**src/rtl/instr_dec.sv**
```systemverilog
// MSP430 instruction decoder: registers the fetched word into IR and decodes it
// combinationally. Define INSTR_DEC_CG_EN to decode R2/R3 constant-generator values.
module instr_dec (
  input  logic        clk,
  input  logic        rst,
  input  logic        CTL_SEL,
  input  logic [15:0] MDB_out,
  output logic [1:0]  FORMAT,
  output logic [3:0]  reg_SA,
  output logic [3:0]  reg_DA,
  output logic [2:0]  AdAs,
  output logic [15:0] reg_Din,
  output logic [2:0]  MPC,
  output logic [1:0]  MSP,
  output logic        MSR
);

  typedef enum logic [1:0] {
    FMT_I   = 2'b00,
    FMT_II  = 2'b01,
    FMT_III = 2'b10,
    FMT_BAD = 2'b11
  } fmt_t;

  typedef enum logic [2:0] {
    MPC_HOLD = 3'b000,
    MPC_INC  = 3'b001,
    MPC_JMP  = 3'b010,
    MPC_JCC  = 3'b011,
    MPC_RES  = 3'b100,
    MPC_STK  = 3'b101
  } mpc_t;

  typedef enum logic [1:0] {
    MSP_HOLD = 2'b00,
    MSP_DEC  = 2'b01,
    MSP_INC  = 2'b10,
    MSP_RES  = 2'b11
  } msp_t;

  typedef enum logic [2:0] {
    F2_RRC  = 3'b000,
    F2_SWPB = 3'b001,
    F2_RRA  = 3'b010,
    F2_SXT  = 3'b011,
    F2_PUSH = 3'b100,
    F2_CALL = 3'b101,
    F2_RETI = 3'b110
  } f2_op_t;

  logic [15:0] ir;
  logic        is_f1;
  logic        is_f2;
  logic        is_f3;
  logic        unused_bw;

  always_ff @(posedge clk) begin
    if (rst)
      ir <= '0;
    else if (!CTL_SEL)
      ir <= MDB_out;
  end

  // The byte/word bit is resolved downstream, not in this decoder.
  assign unused_bw = ir[6];

  assign is_f1 = (ir[15:12] >= 4'd4);
  assign is_f3 = (ir[15:13] == 3'b001);
  assign is_f2 = (ir[15:10] == 6'b000100) && (ir[9:7] != 3'b111);

`ifdef INSTR_DEC_CG_EN
  function automatic logic [15:0] cg_value(input logic [3:0] src, input logic [1:0] as);
    logic [15:0] v;
    v = '0;
    if (src == 4'd3) begin
      case (as)
        2'b00:   v = 16'h0000;
        2'b01:   v = 16'h0001;
        2'b10:   v = 16'h0002;
        default: v = 16'hFFFF;
      endcase
    end else if (src == 4'd2) begin
      case (as)
        2'b10:   v = 16'h0004;
        2'b11:   v = 16'h0008;
        default: v = 16'h0000;
      endcase
    end
    return v;
  endfunction
`endif

  always_comb begin
    FORMAT  = FMT_BAD;
    reg_SA  = '0;
    reg_DA  = '0;
    AdAs    = '0;
    reg_Din = '0;
    MPC     = MPC_HOLD;
    MSP     = MSP_HOLD;
    MSR     = 1'b0;

    if (is_f1) begin
      FORMAT = FMT_I;
      reg_SA = ir[11:8];
      reg_DA = ir[3:0];
      AdAs   = {ir[7], ir[5:4]};
`ifdef INSTR_DEC_CG_EN
      reg_Din = cg_value(ir[11:8], ir[5:4]);
`endif
      // MOV, BIC and BIS leave the flags untouched.
      MSR = !((ir[15:12] == 4'h4) || (ir[15:12] == 4'hC) || (ir[15:12] == 4'hD));
      MPC = ((ir[3:0] == 4'd0) && !ir[7]) ? MPC_RES : MPC_INC;
      MSP = ((ir[3:0] == 4'd1) && !ir[7]) ? MSP_RES : MSP_HOLD;
    end else if (is_f2) begin
      FORMAT = FMT_II;
      reg_SA = ir[3:0];
      reg_DA = ir[3:0];
      AdAs   = {1'b0, ir[5:4]};
`ifdef INSTR_DEC_CG_EN
      reg_Din = cg_value(ir[3:0], ir[5:4]);
`endif
      MPC = MPC_INC;
      case (ir[9:7])
        F2_RRC, F2_RRA, F2_SXT: MSR = 1'b1;
        F2_PUSH: MSP = MSP_DEC;
        F2_CALL: begin
          MSP = MSP_DEC;
          MPC = MPC_RES;
        end
        F2_RETI: begin
          MSR = 1'b1;
          MPC = MPC_STK;
          MSP = MSP_INC;
        end
        default: ;
      endcase
    end else if (is_f3) begin
      FORMAT  = FMT_III;
      reg_Din = {{5{ir[9]}}, ir[9:0], 1'b0};
      MPC     = (ir[12:10] == 3'b111) ? MPC_JMP : MPC_JCC;
    end
  end

endmodule

```
**config.mk**
```make
export PLATFORM = sky130hd
export DESIGN_NAME = instr_dec
export DESIGN_NICKNAME = d
export VERILOG_FILES = /design/src/rtl/instr_dec.sv
export SDC_FILE = /design/constraint.sdc
export NUM_CORES = 1
export LEC_CHECK = 0
export ABC_AREA = 0
export CAP_MARGIN = 5
export CORE_ASPECT_RATIO = 0.5
export CORE_MARGIN = 5
export CORE_UTILIZATION = 35
export DETAILED_ROUTE_END_ITERATION = 10
export PLACE_DENSITY = 0.73
export SLEW_MARGIN = 20
export SYNTH_ARGS = -nofsm -noshare
export SYNTH_HDL_FRONTEND = slang
export SYNTH_SLANG_ARGS = --single-unit
```
**constraint.sdc**
```tcl
create_clock -name clk -period 1.4 [get_ports clk]
set_input_delay 0.14 -clock clk [delete_from_list [all_inputs] [get_ports clk]]
set_output_delay 0.14 -clock clk [all_outputs]
set_load 0.03 [all_outputs]
```
# Word-level counts from Yosys, hierarchy flattened
# Index checks and enable logic that the tools add are counted.
# op_classes
addsub,0
multipliers,0
div,0
magnitude_cmp,1
eq_ne,13
shift,0
n_mux,24
n_bitwise,0
n_reduce_logical,11
# ops
operator,count
2-to-1 mux 16 bit,3
2-to-1 mux 2 bit,7
"== test 3 bit, second input constant",4
2-to-1 mux 3 bit,4
2-to-1 mux 4 bit,3
"== test 4 bit, second input constant",2
"== test 3 x 2 -> 1 bit, second input constant",2
"== test 6 x 3 -> 1 bit, second input constant",1
case mux 3 bit (2 select lines),1
2-to-1 mux 1 bit,5
"== test 4 x 1 -> 1 bit, second input constant",1
"== test 4 x 3 -> 1 bit, second input constant",1
">= comparator 4 x 3 -> 1 bit, second input constant",1
zero test 4 bit,1
case mux 2 bit (2 select lines),1
OR reduction 4 bit,1
"== test 3 x 1 -> 1 bit, second input constant",1
logical AND 1 bit,3
zero test 3 bit,1
"!= test 3 bit, second input constant",1
zero test 1 bit,2
logical OR 1 bit,2
OR reduction 2 bit,1
# word_totals
register_bits,16
latch_bits,0
ramBits,0
romBits,0
elab_cells,50
memories,0

# Depth between registers and ports, before layout
# Gate-level depths: netlist (run 1).
# logic_depth
depth_word,5
mapped_depth,4

# Worst setup path before layout (run 1)
# Ideal clock, no wire load.
# synth_timing
path_kind,register to output
startpoint,reg ir[10]
endpoint,out MSP[0]
arrival_ps,1591
path_slack_ps,-331
path_stages_with_launch,4
path_buffers,0
cell_sequence,dfxtp_1 nor4b_4 nand3_2 o21ai_0
# synth_between
elab_chain_len,4
# synth_rtl
item,line_no,text
start: declaration,51,logic [15:0] ir;
start signal: assignment,61,ir <= MDB_out;
== test 6 x 3 -> 1 bit,69,assign is_f2 = (ir[15:10] == 6'b000100) && (ir[9:7] != 3'b111);
logical AND 1 bit,69,
2-to-1 mux 2 bit,115,end else if (is_f2) begin
2-to-1 mux 2 bit,103,if (is_f1) begin
end: declaration,14,"output logic [1:0] MSP,"
# Every way passes these cells.

# Final worst setup path (run 1)
# layout_timing
startpoint,reg ir[10]
endpoint,out AdAs[1]
# layout_between
elab_chain_len,4
# layout_rtl
item,line_no,text
== test 6 x 3 -> 1 bit,69,
logical AND 1 bit,69,
2-to-1 mux 2 bit,115,
2-to-1 mux 3 bit,103,
end: declaration,11,"output logic [2:0] AdAs,"
# Every way passes these cells.

==> results of run 1 <==
## power groups by stage
stage / sequential [W] / combinational (W) / clock, W
floorplan: 0.000518 / 0.000274 / 0
detailed placement: 0.000516 / 0.000455 / 0
finish: 0.000514 / 0.000600 / 0.000355
CTS: 0.000512 / 0.000529 / 0.000345
global route: 0.000517 / 0.000629 / 0.000393
global placement: 0.000514 / 0.000452 / 0
## through the flow
stage,setup TNS [ns],power [W],std cells
2_1_floorplan,-1.09,0.000792,119
5_1_grt,-6.55,0.00154,221
3_5_place_dp,-0.0311,0.000971,209
6_report,-4.40,0.00147,221
4_1_cts,-3.31,0.00139,217
3_3_place_gp,0,0.000967,209
## cells by family (layout without fill, tap and decap cells)
family | count (synthesis) | count (layout) | synth area share [%]
AO/OA/AOI/OAI | 11 | 11 | 8.28
XOR/XNOR | 1 | 1 | 0.878
adder cells (fa/ha/maj) | 1 | 1 | 1.00
buffers and inverters | 16 | 81 | 9.28
flip-flops | 16 | 16 | 32.1
multiplexers | 16 | 16 | 16.1
other | 1 | 1 | 0.376
AND/OR/NAND/NOR | 57 | 57 | 32.0
## critical path: stages, from the launching register on
cell and delay (ns):
dfxtp_2 0.33, nor4b_4 0.28, buf_6 0.17, a21oi_4 0.06, buf_12 0.15, nor2b_4 0.11, buf_6 0.13
## final cells by class
type,count,area [um^2]
tap,37,46.3
inverter,1,3.75
clock buffer,3,41.3
fill,181,696
sequential,16,332
multi-input combinational,87,753
timing repair buffer,77,779
## worst paths after layout
kind | slack, ns | depth (start not counted) | end | from
worst max-delay path | -0.25 | 6 | AdAs[1] | ir[10]$_SDFFE_PP0N_
worst min-delay path | 0.49 | 3 | ir[14]$_SDFFE_PP0N_ | MDB_out[14]
worst max register to register | 0.55 | 3 | ir[13]$_SDFFE_PP0N_ | ir[13]$_SDFFE_PP0N_
worst min register to register | 0.51 | 2 | ir[6]$_SDFFE_PP0N_ | ir[6]$_SDFFE_PP0N_
## synth_stat cells (all sizes together) (2+ instances only)
library cell,number
clkbuf,5
buf,10
nor2,19
nor2b,7
and3,10
dfxtp,16
o21ai,4
nand3,4
nand2,10
mux2i,16
a21oi,2
and2,2
nor3b,2
o22ai,2
## what timing repair did
action / in CTS / in global routing
buffers inserted: 4 / 7
cloned: 1 / 0
pin swaps: 9 / 10
endpoints found under the setup margin: 29 / 34
endpoints found under the hold margin: 0 / 0
gates resized for setup: 36 / 34
## routing by layer
layer | vias up | wire (um)
li1 | 525 | -
met1 | 556 | 1610
met2 | 37 | 1950
met3 | 4 | 218
met4 | 0 | 57
met5 | - | 0
==> out/qor.csv, run 1 <==
stage,metric,value,unit
worst_setup_path,cp_max_fo,7,
clock_network,root_buffer,clkbuf_8,
yosys,ys_warn_count,0,
place,dpl_worst_slack,-0.0187,ns
routing,first_pass_iters,4,
floorplanning,die_h,47.7,um
floorplanning,core_area,2650,um^2
layout,design_area,1960,um^2
timing,final_max_slew_viol_count,0,
clock_network,clk-insertion-delay-late,0.25,ns
layout,mostFrequentLayoutCells,"buf_6 (35), buf_4 (22), clkdlybuf4s50_1 (18), nor2_1 (17), mux2i_1 (16)",
power,cellPowerDensity,751,nW/um^2
routing,vias,1122,
place,io_buffers,52,
clock_network,htreeDepth,1,
grt,grt_pass1_vias,1038,
place,post-dp-hpwl,2260,um
power,p_comb_share,40.8,%
routing,final_antenna_net_count,0,
job,cap_violations,0,
grt,grt_use_met1,21.2,%
timing,hold_viol_final,0,
timing,holdWs,0.486,ns
layout,final_common_cell,buf_6,
power,internal-power,0.000979,W
yosys,ys_types,31,
grt,top_usage_layer,met2,
routing,routedWlPerCell,17.4,um
power,seq_power_share,35.0,%
outcome,violations,negative setup slack,
yosys,synthCells,119,
floorplanning,num_rows,13,
grt,grtUsageMet3,4.98,%
power,pwr-share-clk,24.2,%
outcome,status,finished with violations,
worst_setup_path,worst_setup_path_end_kind,output port,
timing,period_minus_slack,1.65,ns
clock_network,path_clk_slew,0.06,ns
timing,min_period_over_period,118,%
timing,max_freq,607,MHz
routing,vias_per_cell,5.08,
place,place_area,1570,um^2
power,swShare,33.4,%
yosys,synth_edf_count,0,
routing,drtIter0Drc,60,
yosys,yosysTopAreaCell,dfxtp_1,
floorplanning,fp.dieW,85.5,um
yosys,synth_top_cell_area_share,32.1,%
timing,rsz0062_at_grt,yes,
power,netSwitchingPower,0.000491,W
worst_setup_path,cp.required,1.26,ns
yosys,syn_nets,138,
floorplanning,dieArea,4080,um^2
power,p_leak,0.855,nW
yosys,synth_area,997,um^2
yosys,syn_avg_cell_area,8.38,um^2
worst_setup_path,crit_type,flop to output port,
floorplanning,ioPinCount,54,
clock_network,cts_tree,built,
grt,grt_use_total,16.7,%
clock_network,cts_max_path_buffers,2,
layout,fin_nets,205,
yosys,ys_ff_latch,16,
layout,n_antenna_cell,0,
timing,finalSetupViolCount,32,
worst_setup_path,cp.arrival,1.51,ns
yosys,async_flop_share,0,%
min_path,min_path_type,input port to flop,
clock_network,cts.sinks,16,
grt,grt.overflow.total,0,
place,gp_congestion,0.916,
layout,largest_register_ffs,16,
yosys,synth_ff_type,dfxtp_1,
clock_network,cts_buffers,3,
yosys,ys_top_cells_by_area,"dfxtp_1 (32%), mux2i_1 (16%), nor2_1 (7.2%), and3_1 (6.3%), nor2b_2 (5.3%)",
layout,syn2layout_area_growth,96.1,%
routing,wirelength,3840,um
layout,final_layout_size_suffix_gt1_share,56.0,%
clock_network,cts_hold_buf,0,
grt,grt_pass1_wl,5250,um
routing,drc,0,
layout,reg.largest.list,ir x16,
floorplanning,start_util,37.6,%
layout,largest-register,ir,
grt,antenna_found_initial,0,
grt,grt_max_degree,17,
timing,fin_worst_skew,0,ns
yosys,ys_seq_area_share,32.1,%
power,vdd_drop_max,0.000409,V
worst_setup_path,start_kind,flop,
grt,use_met2,28.7,%
timing,layout_setup_ws,-0.247,ns
layout,fin_util,73.8,%
Power figures use the tool's default switching activity.
==> run 2, diff against run 1 <==
- SKIP_LAST_GASP: not set -> 1
==> out/qor.csv, run 2 (synthesized netlist as in run 1, its figures left out) <==
stage,metric,value,unit,change
routing,drtIter0Drc,75,,+25%
grt,grt_use_total,15.9,%,-0.76 points
routing,vias_per_cell,5.21,,+2.7%
routing,vias,1157,,+3.1%
timing,finalSetupViolCount,33,,+3.1%
layout,fin_nets,206,,+0.49%
job,cap_violations,0,,unchanged
layout,reg.largest.list,ir x16,,
place,dpl_worst_slack,-0.0187,ns,unchanged
layout,largest_register_ffs,16,,unchanged
place,post-dp-hpwl,2260,um,unchanged
outcome,violations,negative setup slack,,
floorplanning,ioPinCount,54,,unchanged
layout,final_common_cell,buf_6,,
timing,fin_worst_skew,0,ns,unchanged
layout,final_layout_size_suffix_gt1_share,55.1,%,-0.84 points
power,p_leak,0.864,nW,+1.0%
worst_setup_path,cp.required,1.26,ns,about the same
layout,mostFrequentLayoutCells,"buf_6 (33), buf_4 (24), clkdlybuf4s50_1 (18), nor2_1 (17), mux2i_1 (16)",,
worst_setup_path,critPathBufInv,3,,unchanged
floorplanning,num_rows,13,,unchanged
power,vdd_drop_max,0.000412,V,+0.57%
layout,fillers,178,,-1.7%
clock_network,cts_buffers,3,,unchanged
clock_network,root_buffer,clkbuf_8,,
timing,layout_setup_ws,-0.264,ns,-0.0165 ns
clock_network,cts_hold_buf,0,,unchanged
min_path,min_path_type,input port to flop,,
worst_setup_path,crit_top_cell,buf_6,,
grt,antenna_found_initial,0,,unchanged
floorplanning,die_h,47.7,um,unchanged
layout,syn2layout_area_growth,95.9,%,
timing,min_period_over_period,119,%,+1.2 points
timing,max_freq,601,MHz,-0.99%
timing,period_minus_slack,1.66,ns,+0.0165 ns
layout,multi_input_area,743,um^2,-1.3%
outcome,status,finished with violations,,
routing,first_pass_iters,4,,unchanged
clock_network,cts_tree,built,,
clock_network,clk-insertion-delay-late,0.25,ns,about the same
floorplanning,start_util,37.6,%,unchanged
grt,grt.overflow.total,0,,unchanged
clock_network,cts.sinks,16,,unchanged
worst_setup_path,ff2ff_setup_slack,0.56,ns,about the same
grt,grt_max_degree,17,,unchanged
layout,final-seq-area,332,um^2,unchanged
worst_setup_path,cp_max_fo,5,,-2
floorplanning,core_area,2650,um^2,unchanged
place,io_buffers,52,,unchanged
clock_network,cts_max_path_buffers,2,,unchanged
place,place_inst,209,,unchanged
place,gp_congestion,0.916,,unchanged
routing,routedWlPerCell,17.2,um,-0.87%
clock_network,htreeDepth,1,,unchanged
worst_setup_path,slowest_delay,0.34,ns,about the same
layout,n_antenna_cell,0,,unchanged
timing,hold_viol_final,0,,unchanged
floorplanning,fp.dieW,85.5,um,unchanged
worst_setup_path,worst_setup_path_end_kind,output port,,
grt,grt_pass1_wl,5000,um,-4.9%
power,cellPowerDensity,752,nW/um^2,about the same
worst_setup_path,critPathSlowestCell,dfxtp_2,,
floorplanning,dieArea,4080,um^2,unchanged
layout,final_cells,222,,+0.45%
timing,rsz0062_at_grt,yes,,
timing,final_max_slew_viol_count,0,,unchanged
worst_setup_path,critPathTopFamily,buffers and inverters,,
worst_setup_path,start_kind,flop,,
routing,wirelength,3820,um,-0.42%
worst_setup_path,cp.arrival,1.52,ns,about the same
grt,grt_pass1_vias,1014,,-2.3%
layout,largest-register,ir,,
worst_setup_path,worstPathCellList,"nor4b_4, buf_6, a21oi_4, buf_12, nor2b_4, buf_6",,
routing,drc,0,,unchanged
worst_setup_path,crit_type,flop to output port,,
routing,final_antenna_net_count,0,,unchanged
clock_network,path_clk_slew,0.07,ns,about the same
==> run 2: cell count changes in the layout (fill, tap and decap cells not counted), sizes merged <==
cell,previous run,this run
buf,59,60
==> run 2: tightest hold or removal path, stage by stage <==
cell,delay [ns]
clkdlybuf4s50_1,0.40
mux2i_1,0.12
nor2_1,0.04
==> run 2: timing repair <==
action,4_1_cts,5_1_grt
setup buffers,4,7
pin swaps,9,10
resized for setup,29,38
endpoints found under the setup margin,29,34
gates cloned,1,0
==> run 2: cell type report <==
type | instances | share of cell area (%)
Clock buffer | 3 | 2.11
Inverter | 1 | 0.192
Multi-Input combinational cell | 87 | 38.1
Sequential cell | 16 | 17.0
Tap cell | 37 | 2.37
Timing Repair Buffer | 78 | 40.3
==> run 2: path summary, 6_finish.rpt <==
check / startpoint / endpoint / depth (start not counted)
min: MDB_out[14] / ir[14]$_SDFFE_PP0N_ / 3
min reg2reg: ir[6]$_SDFFE_PP0N_ / ir[6]$_SDFFE_PP0N_ / 2
max reg2reg: ir[13]$_SDFFE_PP0N_ / ir[13]$_SDFFE_PP0N_ / 3
max: ir[10]$_SDFFE_PP0N_ / reg_DA[0] / 6
==> run 2: power by group <==
group / internal, W / leakage (nW) / switching, W
sequential: 0.000483 / 0.135 / 0.0000298
combinational: 0.000309 / 0.708 / 0.000299
clock: 0.000191 / 0.0216 / 0.000156
total: 0.000983 / 0.864 / 0.000485
==> run 2: routing by layer <==
metal	track usage [%]	vias up	wire length, um
li1	-	531	-
met5	0	-	0
met2	27.2	53	1820
met1	20.7	567	1670
met3	4.47	6	258
met4	3.79	0	66
==> run 2: metrics by stage <==
step	TNS [ns]	hold WS, ns	cell area (um^2)	util, %	power, W
2_1_floorplan	-1.09	0.284	1060	-	0.000792
3_3_place_gp	0	0.468	1570	59.3	0.000967
3_5_place_dp	-0.0311	0.477	1570	59.3	0.000971
4_1_cts	-3.43	0.493	1770	66.8	0.00138
6_report	-4.61	0.489	1950	73.7	0.00147
5_1_grt	-6.56	0.511	1950	73.7	0.00153
